### config.mk
export PLATFORM = sky130hd
export DESIGN_NAME = rotor_step_ctrl
export DESIGN_NICKNAME = d
export VERILOG_FILES = /design/src/rtl/rotor_step_ctrl.sv
export SDC_FILE = /design/constraint.sdc
export NUM_CORES = 1
export LEC_CHECK = 0
export ABC_AREA = 1
export CAP_MARGIN = 40
export CORE_ASPECT_RATIO = 0.75
export CORE_MARGIN = 3
export CORE_UTILIZATION = 46
export DETAILED_ROUTE_END_ITERATION = 10
export GPL_TIMING_DRIVEN = 0
export PLACE_DENSITY = 0.77
export SYNTH_ARGS = -nofsm -noshare
export SYNTH_HDL_FRONTEND = slang
export SYNTH_SLANG_ARGS = --single-unit
### constraint.sdc
create_clock -name clk -period 1.2 [get_ports clk]
set_input_delay 0.24 -clock clk [delete_from_list [all_inputs] [get_ports clk]]
set_output_delay 0.24 -clock clk [all_outputs]
set_load 0.01 [all_outputs]
### src/rtl/rotor_step_ctrl.sv
`default_nettype none
// ============================================================================
// Module      : rotor_step_ctrl
// Description : Three-rotor stepping controller. Accepts one letter at a
//               time, advances the rotor positions with the double-step
//               rule, then presents letter plus positions to the rotor chain
//               until it is accepted.
// Revision    : 1.0 - initial release
// ============================================================================
module rotor_step_ctrl (
    input  logic        clk,
    input  logic        rst,
    input  logic        cfg_load,
    input  logic [4:0]  cfg_pos0,
    input  logic [4:0]  cfg_pos1,
    input  logic [4:0]  cfg_pos2,
    input  logic [4:0]  cfg_notch0,
    input  logic [4:0]  cfg_notch1,
    input  logic        char_valid,
    input  logic [4:0]  char_in,
    output logic        char_ready,
    output logic        out_valid,
    output logic [4:0]  out_char,
    output logic [4:0]  pos0,
    output logic [4:0]  pos1,
    output logic [4:0]  pos2,
    input  logic        out_ready,
    output logic        err,
    output logic [15:0] char_count
);

    localparam logic [4:0]  C_LAST_LETTER  = 5'd25;
    localparam logic [4:0]  C_NOTCH0_RST   = 5'd16;
    localparam logic [4:0]  C_NOTCH1_RST   = 5'd4;
    localparam logic [15:0] C_COUNT_MAX    = 16'hFFFF;

    typedef enum logic [1:0] {
        S_IDLE = 2'd0,
        S_STEP = 2'd1,
        S_HOLD = 2'd2
    } state_t;

    state_t      state_q, state_d;
    logic [4:0]  pos0_q, pos0_d;
    logic [4:0]  pos1_q, pos1_d;
    logic [4:0]  pos2_q, pos2_d;
    logic [4:0]  notch0_q, notch0_d;
    logic [4:0]  notch1_q, notch1_d;
    logic [4:0]  out_char_q, out_char_d;
    logic        err_q, err_d;
    logic [15:0] count_q, count_d;

    // Fold a 5-bit value (0..31) into 0..25; a single subtraction suffices.
    function automatic logic [4:0] mod26(input logic [4:0] v);
        return (v > C_LAST_LETTER) ? (v - 5'd26) : v;
    endfunction

    // Advance one position with wrap from 25 back to 0.
    function automatic logic [4:0] inc26(input logic [4:0] v);
        return (v >= C_LAST_LETTER) ? 5'd0 : (v + 5'd1);
    endfunction

    assign char_ready = (state_q == S_IDLE) && !cfg_load;
    assign out_valid  = (state_q == S_HOLD);
    assign out_char   = out_char_q;
    assign pos0       = pos0_q;
    assign pos1       = pos1_q;
    assign pos2       = pos2_q;
    assign err        = err_q;
    assign char_count = count_q;

    // Next-state logic: configuration load overrides all letter handling.
    always_comb begin
        state_d    = state_q;
        pos0_d     = pos0_q;
        pos1_d     = pos1_q;
        pos2_d     = pos2_q;
        notch0_d   = notch0_q;
        notch1_d   = notch1_q;
        out_char_d = out_char_q;
        err_d      = 1'b0;
        count_d    = count_q;

        if (cfg_load) begin
            pos0_d   = mod26(cfg_pos0);
            pos1_d   = mod26(cfg_pos1);
            pos2_d   = mod26(cfg_pos2);
            notch0_d = mod26(cfg_notch0);
            notch1_d = mod26(cfg_notch1);
            state_d  = S_IDLE;
        end else begin
            case (state_q)
                S_IDLE: begin
                    if (char_valid) begin
                        if (char_in <= C_LAST_LETTER) begin
                            out_char_d = char_in;
                            state_d    = S_STEP;
                        end else begin
                            err_d = 1'b1;
                        end
                    end
                end
                S_STEP: begin
                    // Middle rotor steps on its own notch too (double step).
                    pos0_d = inc26(pos0_q);
                    if ((pos0_q == notch0_q) || (pos1_q == notch1_q))
                        pos1_d = inc26(pos1_q);
                    if (pos1_q == notch1_q)
                        pos2_d = inc26(pos2_q);
                    state_d = S_HOLD;
                end
                S_HOLD: begin
                    if (out_ready) begin
                        state_d = S_IDLE;
                        if (count_q != C_COUNT_MAX)
                            count_d = count_q + 16'd1;
                    end
                end
                default: state_d = S_IDLE;
            endcase
        end
    end

    // State and datapath registers with synchronous reset.
    always_ff @(posedge clk) begin
        if (rst) begin
            state_q    <= S_IDLE;
            pos0_q     <= 5'd0;
            pos1_q     <= 5'd0;
            pos2_q     <= 5'd0;
            notch0_q   <= C_NOTCH0_RST;
            notch1_q   <= C_NOTCH1_RST;
            out_char_q <= 5'd0;
            err_q      <= 1'b0;
            count_q    <= 16'd0;
        end else begin
            state_q    <= state_d;
            pos0_q     <= pos0_d;
            pos1_q     <= pos1_d;
            pos2_q     <= pos2_d;
            notch0_q   <= notch0_d;
            notch1_q   <= notch1_d;
            out_char_q <= out_char_d;
            err_q      <= err_d;
            count_q    <= count_d;
        end
    end

endmodule
`default_nettype wire

Word-level counts from Yosys, hierarchy flattened
Index checks and enable logic that the tools add are counted.

cells by class
  mux-type cells = 21
  add/sub/neg operators = 9
  equality and inequality tests = 8
  reductions and logical operators = 14
  $lt $le $gt $ge = 9
  bitwise operators = 3

operators by type and width
  cell                   count
  $mux 5                 16
  $gt 5x5->1 const B     5
  $sub 5x5->5 const B    5
  $add 16x1->16 const B  1
  $ne 16x16->1 const B   1
  $add 5x1->5 const B    3
  $ge 5x5->1 const B     3
  $eq 5x5->1             2
  $reduce_and 4->1       2
  $mux 2                 3
  $pmux 2 s3             1
  $reduce_bool 2->1      3
  $le 5x5->1 const B     1
  $ne 2x1->1 const B     2
  $reduce_and 2->1       2
  $reduce_or 4->1        1
  $not 1->1              3
  $reduce_and 3->1       1
  $eq 2x1->1 const B     1
  $eq 2x2->1 const B     1
  $logic_not 2->1        1
  $ne 2x2->1 const B     1
  $reduce_or 2->1        1
  $logic_and 1x1->1      1
  other kinds (3)        3

word-level totals
  register bits after elaboration = 49
  input port bits = 35
  output and inout bits = 39

Logic depth before layout (Yosys ltp)
  depth in word-level cells = 5
  mapped depth = 11

Worst setup path after synthesis
Ideal clock, no wire load.

  path type = register -> register
  from = reg count_q[0], in the netlist char_count[0]
  to = reg count_q[9], in the netlist char_count[9]
  path slack = -269 ps
  path buffers = 1
  arrival = 1,402 ps
  cell stages (with the launch flop) = 9
  clock period less this slack = 1,469 ps
  path through = dfxtp_1 > ha_1 > nand3_1 > inv_1 > nand2_1 > o21ai_2 > buf_6 > nand2_1 > a21oi_2

on the way
  longest elaborated chain between the ends = 2
  elaborated cells between the ends (all ways) = 3

ends and longest elaborated chain
  item                                                   RTL line  text
  start: declaration                                     51        logic [15:0] count_q, count_d;
  start signal: assignment                               145       count_q <= count_d;
  branches (longest 2 deep; another with $add 16x1->16)  -

Parallel ways; which one is timed is not known.
A chain may end at the register's enable or synchronous reset.

Worst setup path in the final report
  from = reg count_q[8], in the netlist char_count[8]
  to = reg count_q[13], in the netlist char_count[13]

Same word-level chain as after synthesis.

==> impl_results.md <==
* Chip Width at between 100 and 150 µm
* Netlist cell types at 38
* Final Hold Viols at 0
* FP Rows at 26
* Drt drc at 0
* Warnings from Yosys at 0
* HP Class: primary input to register
* Antenna violations before repair at 0
* Sequential-to-total area share from yosys stat at 29.9%
* MaxCap Viol Count at 0
* Routed vias at a little under 4000
* TritonCTS clock tree: done
* Htree depth at 2
* Netlist Area Pre-Place at roughly 0.0033 mm²
* Drt wl/cell at approximately 15 µm
* CP max FO at 5
* Tot GR Track Use at between 20% and 30%
* Synth Register Bits at between 40 and 50
* Die area at 0.00820 mm²
* Pre-CTS setup slack at -0.704 ns
* Worst slew pin tran at 0.424 ns
* Fin util at around three quarters
* Share of cells above drive strength 1 at about two fifths
* Period utilisation layout at 121%
* Max_slew headroom at 71.7%
* Antenna diode count at 0
* Final setup violation count at 33
* Synth Net Count at between 500 and 600
* Syn Area/Cell at between 6 and 7 µm²
* Gr ovfl total at 0
* Max clock buf depth at 2
* Post-Synthesis Cells at a little over 500
* RePlAce Congestion at 0.879
* Post-route ant nets at 0
* Worst EP required at approximately 1.5 ns
* Pwr Total at 0.00401 W
* Critical Path Source Type: register
* Largest net degree at the start of global routing at 15
* Initial Util at 47.9%
* Post-DP HPWL at about 6.5 mm
* CTS Sinks at 49
* Vias in the first global route at ~3500
* Drt total wl at 11.0 mm
* Final Critical Period at 1.45 ns
* Slew Limit Fails at 0
* Clock Latency Late Sink at around 0.32 ns
* Clock-pin transition on the worst setup and hold timing paths at 0.09 ns
* Max VDD drop at 0.536 mV
* Root buf cell: clkbuf_8
* Worst endpoint data arrival time at about 1.7 ns
* Core Region at between 0.006 and 0.007 mm²
* RSZ-0062 raised after global routing: yes
* Die extent in y at 79.2 µm
* Status: finished, violations left
* TritonCTS Buffers at 5
* Setup ws final at -0.248 ns
* Port bufs at ~70
* Setup Crit Path Kind: register to register
* Violated checks: negative setup slack
* Area growth syn-to-layout at 58.3%
* DR vias/cell at roughly 5.2
* PwrDens at ~770 mW/mm²
* Ports at 74
* # nets final at about 690
* P_leak at around 2.4 nW
* CP endpoint kind: register
* DR iter-0 viols at between 200 and 250
* 1st-pass router iterations at 4
* First-pass GRT wire length at between 15 and 20 mm
* Peak Freq at 691 MHz
* Worst Clk Skew at about 0.01 ns
-- cells in the final DEF, fill, tap and decap left out, drive strengths merged --
cell	Yosys	routed
a21oi	22	22
a22o	2	2
a22oi	1	1
a31oi	3	3
and2	2	2
buf	8	71
clkbuf	2	24
clkdlybuf4s15	0	13
clkdlybuf4s50	0	17
clkinv	1	1
dfxtp	49	49
dlygate4sd2	0	9
dlymetal6s2s	0	3
ha	17	17
inv	71	71
nand2	147	147
nand3	37	37
nand3b	2	2
nand4	7	7
nor2	72	72
nor3	8	8
o211a	1	1
o211ai	4	4
o21a	1	1
o21ai	32	32
o21bai	1	1
o22ai	1	1
or2	2	2
xnor2	3	3
xor2	13	13
-- synthesized netlist by cell type, drive strengths merged --
cell type | count | area, µm²
or2 | 2 | 12.5
o211ai | 4 | 30.0
nand3b | 2 | 15.0
o211a | 1 | 10.0
clkinv | 1 | 3.75
nand3 | 37 | 200
o21ai | 32 | 164
o22ai | 1 | 6.26
a21oi | 22 | 148
xor2 | 13 | 114
inv | 71 | 267
o21bai | 1 | 7.51
nor3 | 8 | 78.8
ha | 17 | 213
nand4 | 7 | 43.8
nand2 | 147 | 562
xnor2 | 3 | 26.3
a22oi | 1 | 7.51
nor2 | 72 | 275
dfxtp | 49 | 981
and2 | 2 | 12.5
clkbuf | 2 | 7.51
o21a | 1 | 7.51
a22o | 2 | 17.5
a31oi | 3 | 18.8
buf | 8 | 57.6
-- cell type report --
type | count | area, µm²
clock buffers | 8 | 111
flip-flops and latches | 49 | 1080
multi-input cells | 378 | 2460
plain buffers | 10 | 87.6
fillers | 465 | 1660
repair buffers | 119 | 1050
well taps | 98 | 123
inverters | 72 | 292
-- worst max-delay path, stage by stage (launching register included) --
cell and delay, ns:
dfxtp_4 0.38, nand2_4 0.06, nor3_4 0.26, nand2_4 0.12, o21ai_4 0.19, buf_6 0.17
nand2_2 0.07, a21oi_2 0.13
-- power breakdown --
group / leakage, nW / internal [W] / switching (W)
sequential: 0.422 / 0.00168 / 0.000102
clock: 0.0566 / 0.000598 / 0.000611
combinational: 1.92 / 0.000458 / 0.000564
total: 2.40 / 0.00273 / 0.00128
-- stage by stage --
stage | instance area, µm² | setup TNS (ns) | std cells | hold WS, ns
floorplan | 3430 | -1.56 | 509 | 0.357
CTS | 4790 | -3.33 | 714 | 0.299
finish | 5200 | -5.33 | 734 | 0.228
global route | 5200 | -7.33 | 734 | 0.230
detailed placement | 4280 | -22.83 | 679 | 0.458
global placement | 4280 | -21.82 | 679 | 0.453
-- routing by layer --
metal  global-route usage [%]  part of all wire, %  up-vias  routed length (µm)
met5                        0                    0        -                   0
met3                     6.42                  7.7       25                 854
met2                     40.0                   47      166                5220
met4                     4.52                  1.7        0                 182
met1                     31.9                   43     1776                4770
li1                         -                    -     1875                   -
-- path summary, 6_finish.rpt --
check	start	end	slack [ns]	cells after the start
worst min-delay path	cfg_notch1[0]	notch1_q[0]	0.23	2
worst min register to register	notch0_q[3]	notch0_q[3]	0.47	2
worst max-delay path	char_count[8]	char_count[13]	-0.25	7
worst max register to register	char_count[8]	char_count[13]	-0.25	7
-- sequential cells by signal, indices dropped and copies added (netlist names), 2 cells and up --
register and cells:
pos0 5, out_char 5, notch0_q 5, char_count 16
notch1_q 5, state_q 2, pos1 5, pos2 5
-- logic make-up (layout without fill, tap and decap cells) --
| kind of cell | Yosys count | in the layout | synth area share [%] |
|---|---|---|---|
| xor gates and xnor gates | 16 | 16 | 4.27 |
| DFF | 49 | 49 | 29.9 |
| and+or+nand+nor | 277 | 277 | 36.5 |
| buffers and inverters | 82 | 209 | 10.2 |
| AOI/OAI and AO/OA | 68 | 68 | 12.7 |
| adders and majority gates | 17 | 17 | 6.47 |
-- repair_timing --
action / CTS / global route
pin swaps: 31 / 54
buffers inserted: 26 / 19
gates cloned: 1 / 1
resized for setup: 204 / 135
hold buffers: 0 / 0
setup endpoints to repair: 86 / 77
(Power assumes the default switching activity.)
